`config.mk`:
```
export PLATFORM = sky130hd
export DESIGN_NAME = uart_receiver
export DESIGN_NICKNAME = d
export VERILOG_FILES = /design/src/rtl/uart_pkg.sv /design/src/rtl/uart_baud_tick.sv /design/src/rtl/uart_receiver.sv
export SDC_FILE = /design/constraint.sdc
export NUM_CORES = 1
export LEC_CHECK = 0
export ABC_AREA = 0
export CAP_MARGIN = 20
export CORE_ASPECT_RATIO = 1.2
export CORE_MARGIN = 8
export CORE_UTILIZATION = 61
export CTS_CLUSTER_SIZE = 25
export DETAILED_ROUTE_END_ITERATION = 8
export MAX_ROUTING_LAYER = met4
export PLACE_DENSITY = 0.83
export REMOVE_ABC_BUFFERS = 1
export SLEW_MARGIN = 20
export SYNTH_ARGS = -nofsm -noshare
export SYNTH_HDL_FRONTEND = slang
export SYNTH_SLANG_ARGS = --single-unit
```
`constraint.sdc`:
```
create_clock -name sysclk -period 2.71 [get_ports sysclk]
set_input_delay 0.4065 -clock sysclk [delete_from_list [all_inputs] [get_ports sysclk]]
set_output_delay 0.4065 -clock sysclk [all_outputs]
set_load 0.02 [all_outputs]
```
`src/rtl/uart_pkg.sv`:
```
// -----------------------------------------------------------------------------
// uart_pkg
// Shared definitions for the UART receiver and transmitter:
//   - OVERSAMPLE_RATE : sample ticks per bit period
//   - SAMPLE_*        : sample counter positions used for majority voting
//   - uart_state_t    : frame state encoding
//   - majority3()     : 2-of-3 vote used to reject short line glitches
//   - tick_divisor()  : sysclk cycles per sample tick
// -----------------------------------------------------------------------------
package uart_pkg;

  // Sample ticks per bit. The receiver's 4-bit sample counter relies on this
  // being 16 so that the counter wraps exactly once per bit period.
  localparam int unsigned OVERSAMPLE_RATE = 16;

  // Positions within a bit period where the line is sampled. They are centred
  // on the middle of the bit, and the decision is taken at the last one.
  localparam logic [3:0] SAMPLE_FIRST = 4'd7;
  localparam logic [3:0] SAMPLE_MID   = 4'd8;
  localparam logic [3:0] SAMPLE_LAST  = 4'd9;

  typedef enum logic [2:0] {
    ST_IDLE      = 3'd0,
    ST_START     = 3'd1,
    ST_DATA      = 3'd2,
    ST_STOP      = 3'd3,
    ST_WAIT_HIGH = 3'd4
  } uart_state_t;

  // 2-of-3 vote: a single corrupted sample cannot flip the decided bit.
  function automatic logic majority3(input logic a, input logic b, input logic c);
    return (a & b) | (a & c) | (b & c);
  endfunction

  // Integer divide; the result must be at least 2 for the tick generator.
  function automatic int unsigned tick_divisor(input int unsigned clk_hz,
                                               input int unsigned baud,
                                               input int unsigned oversample);
    return clk_hz / (baud * oversample);
  endfunction

endpackage

```
`src/rtl/uart_baud_tick.sv`:
```
// -----------------------------------------------------------------------------
// uart_baud_tick
// Free-running divider that produces a one-cycle enable every DIV sysclk
// cycles. The counter can be restarted with clear so the first tick lands
// exactly DIV cycles later, which lets the receiver align its sampling to the
// detected start edge.
//
// Ports
//   sysclk : clock, all logic on rising edge
//   reset  : synchronous active-high reset
//   clear  : synchronous restart of the divider (counter to 0)
//   tick   : one-cycle enable, high while the counter holds DIV-1
// -----------------------------------------------------------------------------
module uart_baud_tick #(
  parameter int unsigned DIV = 10
) (
  input  logic sysclk,
  input  logic reset,
  input  logic clear,
  output logic tick
);

  // DIV is expected to be >= 2; the guard keeps the width legal regardless.
  localparam int unsigned CNT_W = (DIV > 1) ? $clog2(DIV) : 1;
  localparam logic [CNT_W-1:0] CNT_MAX = CNT_W'(DIV - 1);

  logic [CNT_W-1:0] cnt;

  // NOTE: sequential state is always updated with non-blocking assignments so
  // every flop samples the pre-edge values of the others, regardless of the
  // order in which always_ff blocks are evaluated.
  always_ff @(posedge sysclk) begin
    if (reset || clear) begin
      cnt <= '0;
    end else if (cnt == CNT_MAX) begin
      cnt <= '0;
    end else begin
      cnt <= cnt + CNT_W'(1);
    end
  end

  assign tick = (cnt == CNT_MAX);

endmodule

```
`src/rtl/uart_receiver.sv`:
```
// -----------------------------------------------------------------------------
// uart_receiver
// 8N1 UART receiver with 16x oversampling and 2-of-3 majority voting at the
// middle of every bit. A frame whose stop bit votes low is reported as a
// framing error, after which the receiver waits for the line to go high again
// so a held break cannot retrigger it.
//
// Parameters
//   CLK_HZ     : sysclk frequency in Hz
//   BAUD       : line bit rate
//   OVERSAMPLE : sample ticks per bit (fixed at 16)
//
// Ports
//   sysclk    : clock, all logic on rising edge
//   reset     : synchronous active-high reset
//   UART_RX   : asynchronous serial input, idle high
//   RX_DATA   : last correctly framed byte (LSB received first)
//   RX_STATUS : one-cycle pulse, RX_DATA newly valid
//   RX_ERR    : one-cycle pulse, stop bit sampled low
//   RX_BUSY   : high whenever the receiver is not idle
// -----------------------------------------------------------------------------
module uart_receiver
  import uart_pkg::*;
#(
  parameter int unsigned CLK_HZ     = 100_000_000,
  parameter int unsigned BAUD       = 9600,
  parameter int unsigned OVERSAMPLE = OVERSAMPLE_RATE
) (
  input  logic       sysclk,
  input  logic       reset,
  input  logic       UART_RX,
  output logic [7:0] RX_DATA,
  output logic       RX_STATUS,
  output logic       RX_ERR,
  output logic       RX_BUSY
);

  localparam int unsigned DIV = tick_divisor(CLK_HZ, BAUD, OVERSAMPLE);

  uart_state_t state;
  uart_state_t next_state;

  logic       rx_meta;
  logic       rx_sync;
  logic       tick;
  logic       clear;
  logic [3:0] sample_cnt;
  logic       sample_first;
  logic       sample_mid;
  logic       decide;
  logic       bit_val;
  logic [2:0] bit_idx;
  logic [7:0] shift_reg;
  logic       load_data;
  logic       frame_err;

  // ---------------------------------------------------------------------------
  // Input synchronizer. Resets to the idle level so reset release never looks
  // like a start edge.
  // ---------------------------------------------------------------------------
  always_ff @(posedge sysclk) begin
    if (reset) begin
      rx_meta <= 1'b1;
      rx_sync <= 1'b1;
    end else begin
      rx_meta <= UART_RX;
      rx_sync <= rx_meta;
    end
  end

  // ---------------------------------------------------------------------------
  // Sample timing. Both the divider and the sample counter are held at zero
  // while idle, so the first tick after a start edge arrives DIV cycles later
  // and samples 7/8/9 straddle the middle of every bit.
  // ---------------------------------------------------------------------------
  assign clear = (state == ST_IDLE);

  uart_baud_tick #(
    .DIV (DIV)
  ) u_baud_tick (
    .sysclk (sysclk),
    .reset  (reset),
    .clear  (clear),
    .tick   (tick)
  );

  // The 4-bit counter wraps 15 -> 0 naturally: one wrap per bit period.
  always_ff @(posedge sysclk) begin
    if (reset || clear) begin
      sample_cnt <= '0;
    end else if (tick) begin
      sample_cnt <= sample_cnt + 4'd1;
    end
  end

  always_ff @(posedge sysclk) begin
    if (reset) begin
      sample_first <= 1'b0;
      sample_mid   <= 1'b0;
    end else if (tick) begin
      if (sample_cnt == SAMPLE_FIRST) sample_first <= rx_sync;
      if (sample_cnt == SAMPLE_MID)   sample_mid   <= rx_sync;
    end
  end

  // The third sample is the live synchronized line at the decision tick.
  assign decide  = tick && (sample_cnt == SAMPLE_LAST);
  assign bit_val = majority3(sample_first, sample_mid, rx_sync);

  // ---------------------------------------------------------------------------
  // Frame FSM: state register + next-state logic.
  // ---------------------------------------------------------------------------
  always_ff @(posedge sysclk) begin
    if (reset) begin
      state <= ST_IDLE;
    end else begin
      state <= next_state;
    end
  end

  // NOTE: every output of this block gets a default before the case so no
  // path leaves a signal unassigned, which would otherwise infer a latch.
  always_comb begin
    next_state = state;
    load_data  = 1'b0;
    frame_err  = 1'b0;
    unique case (state)
      ST_IDLE: begin
        if (!rx_sync) next_state = ST_START;
      end
      ST_START: begin
        // A start bit that votes high was a glitch; drop it silently.
        if (decide) next_state = bit_val ? ST_IDLE : ST_DATA;
      end
      ST_DATA: begin
        if (decide && (bit_idx == 3'd7)) next_state = ST_STOP;
      end
      ST_STOP: begin
        // Leaving at sample 9 (not at the end of the stop bit) leaves half a
        // bit of margin so a start bit directly after the stop is caught.
        if (decide) begin
          if (bit_val) begin
            next_state = ST_IDLE;
            load_data  = 1'b1;
          end else begin
            next_state = ST_WAIT_HIGH;
            frame_err  = 1'b1;
          end
        end
      end
      ST_WAIT_HIGH: begin
        if (rx_sync) next_state = ST_IDLE;
      end
      default: begin
        next_state = ST_IDLE;
      end
    endcase
  end

  // ---------------------------------------------------------------------------
  // Datapath and registered outputs. The status/error strobes are registered
  // copies of single-cycle FSM decisions, so they are mutually exclusive and
  // last exactly one cycle.
  // ---------------------------------------------------------------------------
  // NOTE: the shift register is reset along with the control state even
  // though its contents are only consumed after a full frame; this keeps
  // RX_DATA and the datapath deterministic from the first cycle after reset.
  always_ff @(posedge sysclk) begin
    if (reset) begin
      bit_idx   <= '0;
      shift_reg <= '0;
      RX_DATA   <= '0;
      RX_STATUS <= 1'b0;
      RX_ERR    <= 1'b0;
    end else begin
      RX_STATUS <= load_data;
      RX_ERR    <= frame_err;
      if (load_data) RX_DATA <= shift_reg;

      if ((state == ST_START) && decide) begin
        bit_idx <= '0;
      end else if ((state == ST_DATA) && decide) begin
        shift_reg[bit_idx] <= bit_val;
        bit_idx            <= bit_idx + 3'd1;
      end
    end
  end

  assign RX_BUSY = (state != ST_IDLE);

endmodule

```
==> run summary, run 1 <==
Outcome: complete, no violations
Crit path DAT: 1770 ps
Max reg flops: 10
CP Max Fanout: 9
Post-DR vias/cell: 5.91
Post-synth EDFFs: 0
Final setup violation count: 0
Initial Util: 0.628
DR iter-0 viols: 158
Share of cells above drive strength 1: 0.0833
Post-synth top area cell: dfxtp_1
Fin util: 0.705
Setup crit end kind: primary output
First-pass GRT wire length: 6870 um
Vias: 1,559
Setup CP Type: register to primary output
GRT Util Overall: 0.173
Fill cell count: 241
Post-synthesis sequential area ratio: 0.442
Top cells by area, synth: dfxtp_1 44%, mux2i_1 4.7%, nand3_1 4.7%
Initial antenna violation count: 0
Worst Max-Slew Pin Slew: 539 ps
Max Cap Viol: 0
GR Util met1: 0.188
CP max stage delay: 570 ps
Layout area overhead: 12.2%
GRT Residual Overflow: 0
Clk slew on worst S/H paths: 130 ps
Unrepaired setup endpoints after global routing: false
Die ar.: 5170 um2
Vias in the first global route: 1,550
Setup Buffers After CTS: 0
Hold WC Path Type: register to register
Final period util: 0.805
Port Buffers: 13
Number of remaining DRC errors: 0
Antenna-violating nets left: 0
Avg Cell Area, Syn: 8.89 um2
Dpl hpwl: 2970 um
Longest Clk Path Bufs: 2
FF+latch count, synth: 42
Final Max Slew Viols: 0
Relative slew slack: 0.640
Pwr Total: 1050 uW
Final Non-Filler Cells: 264
NumNets Final: 237
Min Tclk post-route: 2180 ps
Clock Tree Root: clkbuf_4
Setup TNS: 0 ps
Achievable frequency: 459 MHz
Post-Syn Area: 1900 um2
Core Region: 3030 um2
Clk_skew: 17.5 ps
Drt first pass iters: 4
WL/cell: 15.3 um
Met3 Resource Use GR: 0.0465
Total Wirelength: 4040 um
Commonest non-fill, non-tap cell in the layout: dfxtp_1
Ys Warns: 0
Final hold vios: 0
VDD IR max: 0.000430 V
Top Ports: 14
GP Congestion: 0.799
CTS H-tree lvls: 2
Crit path cell chain: or3_1, clkdlybuf4s50_1
Overall die height: 77.2 um
WHS: 438 ps
Number of antenna repair diodes: 0
Ys async rst share: 0
Worst Path Required: 2300 ps
Commonest cells after routing, fill and taps aside: 42 x dfxtp_1, 20 x nand2_1, 18 x nand3_1, 17 x nor2_1, 15 x a21oi_1
Slowest-stage cell, CP: clkdlybuf4s50_1
Primary FF master, synth: dfxtp_1
Gate Count Post-Synth: 214
Sink Count: 42
CTS hold repair buffers: 0
Grt met2 use: 0.276
CP delay by family, top: buffers and inverters
Skew-Pair Late Insertion Delay: 360 ps
Power Density: 491 nW/um2
CTS tree: yes
Die W: 67.0 um
Type of origin of the critical path: register
Post-CTS sizing: 0
Yosys cell types: 34
DP Cell Count: 256
TritonCTS Buffers: 5
Leak: 0.000698 uW
Row count: 22
CP bufs+invs: 1
Synth top area share: 0.442
Pin count of the biggest net entering global routing: 23
Busiest grt layer: met2
-- worst reg2reg max path: stages (launching register included) --
cell	delay, ps
dfxtp_1	360
inv_1	70
ha_1	150
nor4b_4	280
nand4_1	130
buf_4	220
or4_1	510
a21boi_1	150
-- power breakdown --
part	internal [uW]	total [uW]	switching [uW]
combinational	9.05	25.3	16.2
sequential	620	623	3.33
clock	195	399	204
-- final timing paths --
path | start | end | slack (ps) | depth (start not counted)
worst max-delay path | state[1] | RX_BUSY | 530 | 2
worst min-delay path | rx_meta | rx_sync | 440 | 1
worst max register to register | u_baud_tick.cnt[0] | state[1] | 820 | 7
worst min register to register | rx_meta | rx_sync | 440 | 1
-- kinds of logic after synthesis --
logic type | synth area share
buffers and inverters | 0.0375
XOR/XNOR | 0.0507
multiplexers | 0.0474
AO/OA/AOI/OAI | 0.0974
flip-flops | 0.442
AND/OR/NAND/NOR | 0.274
adder cells (fa/ha/maj) | 0.0513
-- synthesized netlist by cell type (3+ instances only) --
library cell and n:
o21ai_0 14, nor2_1 17, dfxtp_1 42, nand3_1 18
xor2_1 3, nor3_1 7, inv_1 7, o31ai_1 3
nor4_2 4, buf_2 3, or3_1 3, a21oi_1 15
nand2_1 20, nand4_1 3, nor3b_1 3, xnor2_1 8
nand2b_1 5, clkbuf_1 6, mux2i_1 9, ha_1 7
-- metrics by stage --
step,instance area [um2],setup slack [ps]
global route,2130,453
CTS,2130,525
floorplan,1860,602
detailed placement,2050,832
finish,2130,530
global placement,2050,904
-- cell type report --
cell class	instances	area, um2	area share
inverters	7	26.3	0.0123
flip-flops and latches	42	841	0.394
repair buffers	16	153	0.0716
clock buffers	6	41.3	0.0194
clock inverters	2	37.5	0.0176
multi-input cells	155	990	0.464
well taps	36	45.0	0.0211
-- layer usage --
metal  part of all wire  wire, um
met3              0.047       189
met2               0.50      2010
met5                  0         0
met1               0.43      1730
met4              0.028       112
No activity file was read; power rests on OpenSTA's default activity.
==> inputs of run 2 (changes only) <==
Settings changed: CORE_UTILIZATION 61 to 57, PLACE_DENSITY 0.83 to 0.78.
Clock period 2.71 ns to 2.1 ns, I/O delays scaled along.
==> run 2 against run 1 <==
Compared with the run above: clock power increased by 34%; final cell count is 1.1% higher; flip-flop and latch count stayed put; routed wire length decreased by 9.3%; design area up 1.3%; total power grew 31%; highest routed layer unchanged.
==> run summary, run 2 (same netlist as run 1, synthesis figures left out) <==
GRT Util Overall: 0.156 (was 0.173)
Core Region: 3280 um2 (was 3030 um2)
Sw frac: 0.215 (was 0.214)
Commonest non-fill, non-tap cell in the layout: dfxtp_1 (unchanged)
Worst Setup SP: state[0] (was state[1])
Dpl hpwl: 2610 um (was 2970 um)
Clk slew on worst S/H paths: 70 ps (was 130 ps)
Number of remaining DRC errors: 0 (unchanged)
Number of antenna repair diodes: 0 (unchanged)
Clock Tree Root: clkbuf_8 (was clkbuf_4)
Post-DR vias/cell: 5.53 (was 5.91)
Post-CTS sizing: 0 (unchanged)
GRT Residual Overflow: 0 (unchanged)
Hold WC Path Type: register to register (unchanged)
Antenna-violating nets left: 0 (unchanged)
Initial antenna violation count: 0 (unchanged)
Setup crit end kind: primary output (unchanged)
Max Cap Viol: 0 (unchanged)
Final hold vios: 0 (unchanged)
DR iter-0 viols: 139 (was 158)
TritonCTS Buffers: 5 (unchanged)
Int Pwr: 1080 uW (was 824 uW)
Setup TNS: 0 ps (unchanged)
Leak: 0.000718 uW (was 0.000698 uW)
Longest Clk Path Bufs: 2 (unchanged)
CTS hold repair buffers: 0 (unchanged)
WHS: 424 ps (was 438 ps)
Unrepaired setup endpoints after global routing: false (unchanged)
Drt first pass iters: 4 (unchanged)
CTS tree: yes (unchanged)
Port Buffers: 13 (unchanged)
Die ar.: 5450 um2 (was 5170 um2)
Row count: 23 (was 22)
Clk_skew: 4.54 ps (was 17.5 ps)
Skew-Pair Late Insertion Delay: 300 ps (was 360 ps)
VDD IR max: 0.000512 V (was 0.000430 V)
Crit path DAT: 1710 ps (was 1770 ps)
Critical R2R Launch: u_baud_tick.cnt[0] (unchanged)
Die W: 68.7 um (was 67.0 um)
Seq pwr share: 0.585 (was 0.595)
Overall die height: 79.3 um (was 77.2 um)
Total Wirelength: 3660 um (was 4040 um)
WL/cell: 13.7 um (was 15.3 um)
Sink Count: 42 (unchanged)
Setup Buffers After CTS: 0 (unchanged)
Vias in the first global route: 1,426 (was 1,550)
Final Max Slew Viols: 0 (unchanged)
Relative slew slack: 0.427 (was 0.640)
Comb pwr share: 0.024 (about the same)
Share of cells above drive strength 1: 0.0913 (was 0.0833)
Initial Util: 0.580 (was 0.628)
Worst Max-Slew Pin Slew: 857 ps (was 539 ps)
NumNets Final: 239 (was 237)
Final period util: 0.966
GP Congestion: 0.805 (was 0.799)
Min Tclk post-route: 2030 ps
Pin count of the biggest net entering global routing: 22 (was 23)
Power Density: 635 nW/um2 (was 491 nW/um2)
Achievable frequency: 493 MHz
Outcome: complete, no violations (unchanged)
Top Ports: 14 (unchanged)
CTS H-tree lvls: 2 (unchanged)
Clock Power Share: 0.390 (was 0.381)
Type of origin of the critical path: register (unchanged)
CP Max Fanout: 8 (was 9)
Final setup violation count: 0 (unchanged)
HP Start: rx_meta (unchanged)
Vias: 1,476 (was 1,559)
First-pass GRT wire length: 6330 um (was 6870 um)
Worst Path Required: 1780 ps (was 2300 ps)
Setup CP Type: register to primary output (unchanged)
Layout area overhead: 13.7% (was 12.2%)
Pwr Total: 1370 uW (was 1050 uW)
Commonest cells after routing, fill and taps aside: 42 x dfxtp_1, 20 x nand2_1, 18 x nand3_1, 17 x nor2_1, 15 x a21oi_1 (unchanged)
Sw power: 295 uW (was 224 uW)
Max reg flops: 10 (unchanged)
## run 2: cell types whose count changed in the layout (fill, tap and decap cells not counted)
| cell | before | now |
|---|---|---|
| clkinv_2 | 0 | 1 |
| clkbuf_4 | 5 | 0 |
| buf_4 | 3 | 5 |
| clkbuf_8 | 0 | 6 |
| bufinv_16 | 1 | 0 |
| clkinvlp_4 | 1 | 0 |
## run 2: final cells by class
class	count	area (um2)
Fill cell	289	1120
Clock inverter	1	5.00
Tap cell	37	46.3
Sequential cell	42	841
Inverter	7	26.3
Clock buffer	7	86.3
Timing Repair Buffer	18	168
Multi-Input combinational cell	155	990
## run 2: power by group through the flow
stage / Sequential, uW / Combinational (uW) / Clock, uW
finish: 804 / 33.4 / 536
global route: 804 / 37.4 / 587
CTS: 803 / 34.0 / 553
detailed placement: 822 / 33.7 / 0
global placement: 822 / 33.7 / 0
floorplan: 821 / 15.6 / 0
## run 2: final timing paths
kind         slack, ps  cells after the start            to
max                 70                      2       RX_BUSY
max reg2reg        210                      7  shift_reg[6]
min                420                      1       rx_sync
min reg2reg        420                      1       rx_sync
## run 2: metrics by stage
step	setup slack, ps	util	std cells	area (um2)
2_1_floorplan	-7.79	-	204	1860
3_3_place_gp	247	0.631	259	2070
3_5_place_dp	250	0.631	259	2070
4_1_cts	61.1	0.659	267	2160
5_1_grt	31.1	0.659	267	2160
6_report	71.9	0.659	267	2160
## run 2: critical path, stage by stage, from the launching register on
cell and delay, ps:
dfxtp_1 390, or3_1 460, clkdlybuf4s50_1 570
## run 2: routing by layer
metal / routed length [um] / track usage / up-vias / part of all wire
met5: 0 / - / - / 0
met4: 76 / 0.0805 / 0 / 0.021
met3: 145 / 0.0464 / 7 / 0.040
met2: 1770 / 0.234 / 17 / 0.48
met1: 1670 / 0.182 / 678 / 0.46
li1: - / - / 774 / -
==> inputs of run 3 (changes only) <==
Settings changed: CORE_MARGIN 8 to 2.
==> run 3 against run 2 <==
Compared with the run above: maximum frequency is 6.2% higher; critical path depth is 5 higher; flip-flop and latch count stayed put; die area is 30% lower; clock-buffer cell count is 2 lower; clock skew is 14 ps higher; final cell count is 1.1% lower; first-iteration DRC count is 59% lower; largest power group unchanged; highest routed layer unchanged.
==> run summary, run 3 (same netlist as run 1, synthesis figures left out) <==
Clock Tree Root: clkbuf_4 (was clkbuf_8)
Max reg flops: 10 (unchanged)
Core Region: 3110 um2 (was 3280 um2)
Worst Path Required: 2380 ps (was 1780 ps)
CTS tree: yes (unchanged)
Initial Util: 0.611 (was 0.580)
Placement Cell Area: 2050 um2 (was 2070 um2)
Seq pwr share: 0.642 (was 0.585)
Worst Setup SP: u_baud_tick.cnt[0] (was state[0])
Comb pwr share: 0.026 (was 0.024)
Row count: 22 (was 23)
Antenna-violating nets left: 0 (unchanged)
Relative slew slack: 0.450 (was 0.427)
Final setup violation count: 0 (unchanged)
WL/cell: 14.3 um (was 13.7 um)
Setup CP Type: register to register (was register to primary output)
GRT Util Overall: 0.233 (was 0.156)
Post-DR vias/cell: 5.78 (was 5.53)
Die W: 56.7 um (was 68.7 um)
Int Pwr: 949 uW (was 1080 uW)
VDD IR max: 0.000461 V (was 0.000512 V)
GR Util met1: 0.245 (was 0.182)
Die ar.: 3820 um2 (was 5450 um2)
Outcome: complete, no violations (unchanged)
Achievable frequency: 523 MHz (was 493 MHz)
Clk slew on worst S/H paths: 140 ps (was 70 ps)
Sw power: 305 uW (was 295 uW)
Total Wirelength: 3760 um (was 3660 um)
Setup crit end kind: register (was primary output)
Max Cap Viol: 0 (unchanged)
Dpl hpwl: 2820 um (was 2610 um)
Final Instance Area: 2120 um2 (was 2160 um2)
GRT Residual Overflow: 0 (unchanged)
Min Tclk post-route: 1910 ps (was 2030 ps)
Sw frac: 0.243 (was 0.215)
Sink Count: 42 (unchanged)
Commonest non-fill, non-tap cell in the layout: dfxtp_1 (unchanged)
HP Start: rx_meta (unchanged)
Pwr Total: 1250 uW (was 1370 uW)
CP Max Fanout: 21 (was 8)
Final hold vios: 0 (unchanged)
Fill cell count: 255 (was 289)
CTS hold repair buffers: 0 (unchanged)
Initial antenna violation count: 0 (unchanged)
Clock Power Share: 0.332 (was 0.390)
Met3 Resource Use GR: 0.0536 (was 0.0464)
Clk_skew: 18.3 ps (was 4.54 ps)
First-pass GRT wire length: 6660 um (was 6330 um)
Critical R2R Launch: u_baud_tick.cnt[0] (unchanged)
DP Cell Count: 256 (was 259)
Pin count of the biggest net entering global routing: 22 (unchanged)
Hold WC Path Type: register to register (unchanged)
GP Congestion: 0.773 (was 0.805)
Type of origin of the critical path: register (unchanged)
Worst Max-Slew Pin Slew: 824 ps (was 857 ps)
Layout area overhead: 11.3% (was 13.7%)
Vias: 1,525 (was 1,476)
Share of cells above drive strength 1: 0.0877 (was 0.0913)
Grt met2 use: 0.414 (was 0.234)
Busiest grt layer: met2 (unchanged)
Final Max Slew Viols: 0 (unchanged)
Vias in the first global route: 1,518 (was 1,426)
Top Ports: 14 (unchanged)
Commonest cells after routing, fill and taps aside: 42 x dfxtp_1, 20 x nand2_1, 18 x nand3_1, 17 x nor2_1, 15 x a21oi_1 (unchanged)
Longest Clk Path Bufs: 2 (unchanged)
FF+latch area: 841 um2 (unchanged)
Unrepaired setup endpoints after global routing: false (unchanged)
CTS H-tree lvls: 2 (unchanged)
Skew-Pair Late Insertion Delay: 370 ps (was 300 ps)
TritonCTS Buffers: 5 (unchanged)
Multi-input combinational cell area: 990 um2 (unchanged)
NumNets Final: 237 (was 239)
Number of remaining DRC errors: 0 (unchanged)
DR iter-0 viols: 57 (was 139)
Leak: 0.000694 uW (was 0.000718 uW)
Drt first pass iters: 4 (unchanged)
Overall die height: 67.3 um (was 79.3 um)
Final Non-Filler Cells: 264 (was 267)
Final period util: 0.910 (was 0.966)
Power Density: 593 nW/um2 (was 635 nW/um2)
Crit path DAT: 2190 ps (was 1710 ps)
Number of antenna repair diodes: 0 (unchanged)
Port Buffers: 13 (unchanged)
run 3: final cells by class:
| type | instances | area share |
|---|---|---|
| clock buffers | 5 | 0.0177 |
| clock inverters | 3 | 0.0118 |
| inverters | 7 | 0.0124 |
| multi-input cells | 155 | 0.468 |
| flip-flops and latches | 42 | 0.397 |
| well taps | 36 | 0.0213 |
| repair buffers | 16 | 0.0716 |
run 3: power by group through the flow:
stage,clock (uW),combinational (uW),sequential (uW)
6_report,417,32.5,805
5_1_grt,461,36.7,806
4_1_cts,431,32.7,805
3_5_place_dp,0,33.5,822
3_3_place_gp,0,32.3,822
2_1_floorplan,0,15.6,821
run 3: layer usage:
layer,wire [um],share of wire,vias to the layer above
li1,-,-,775
met4,97,0.026,0
met1,1590,0.42,715
met3,114,0.030,11
met2,1970,0.52,24
met5,0,0,-
run 3: worst max-delay path, stage by stage, from the launching register on:
cell,delay (ps)
dfxtp_1,370
inv_1,70
ha_1,140
nor4b_4,270
nand4_1,180
buf_4,240
nor4_2,260
mux2i_1,310
run 3: timing repair:
| item | in CTS | in global routing |
|---|---|---|
| endpoints found under the hold margin | 0 | 0 |
| gates resized for setup | 1 | 0 |
| endpoints found under the setup margin | 1 | 0 |
| buffers inserted | 0 | 0 |
run 3: path summary, 6_finish.rpt:
| path | to | cells past startpoint | slack [ps] |
|---|---|---|---|
| hold / removal | rx_sync | 1 | 440 |
| hold reg to reg | rx_sync | 1 | 440 |
| setup / recovery | shift_reg[1] | 7 | 190 |
| setup reg to reg | shift_reg[1] | 7 | 190 |
run 3: metrics by stage:
| step | hold WS [ps] | setup TNS, ps | worst slack, ps | utilization |
|---|---|---|---|---|
| after floorplan | 384 | -7.79 | -7.79 | - |
| after global placement | 402 | 0 | 316 | 0.660 |
| after detailed placement | 411 | 0 | 242 | 0.660 |
| after CTS | 443 | 0 | 210 | 0.680 |
| after global routing | 446 | 0 | 67.8 | 0.680 |
| final | 436 | 0 | 190 | 0.680 |
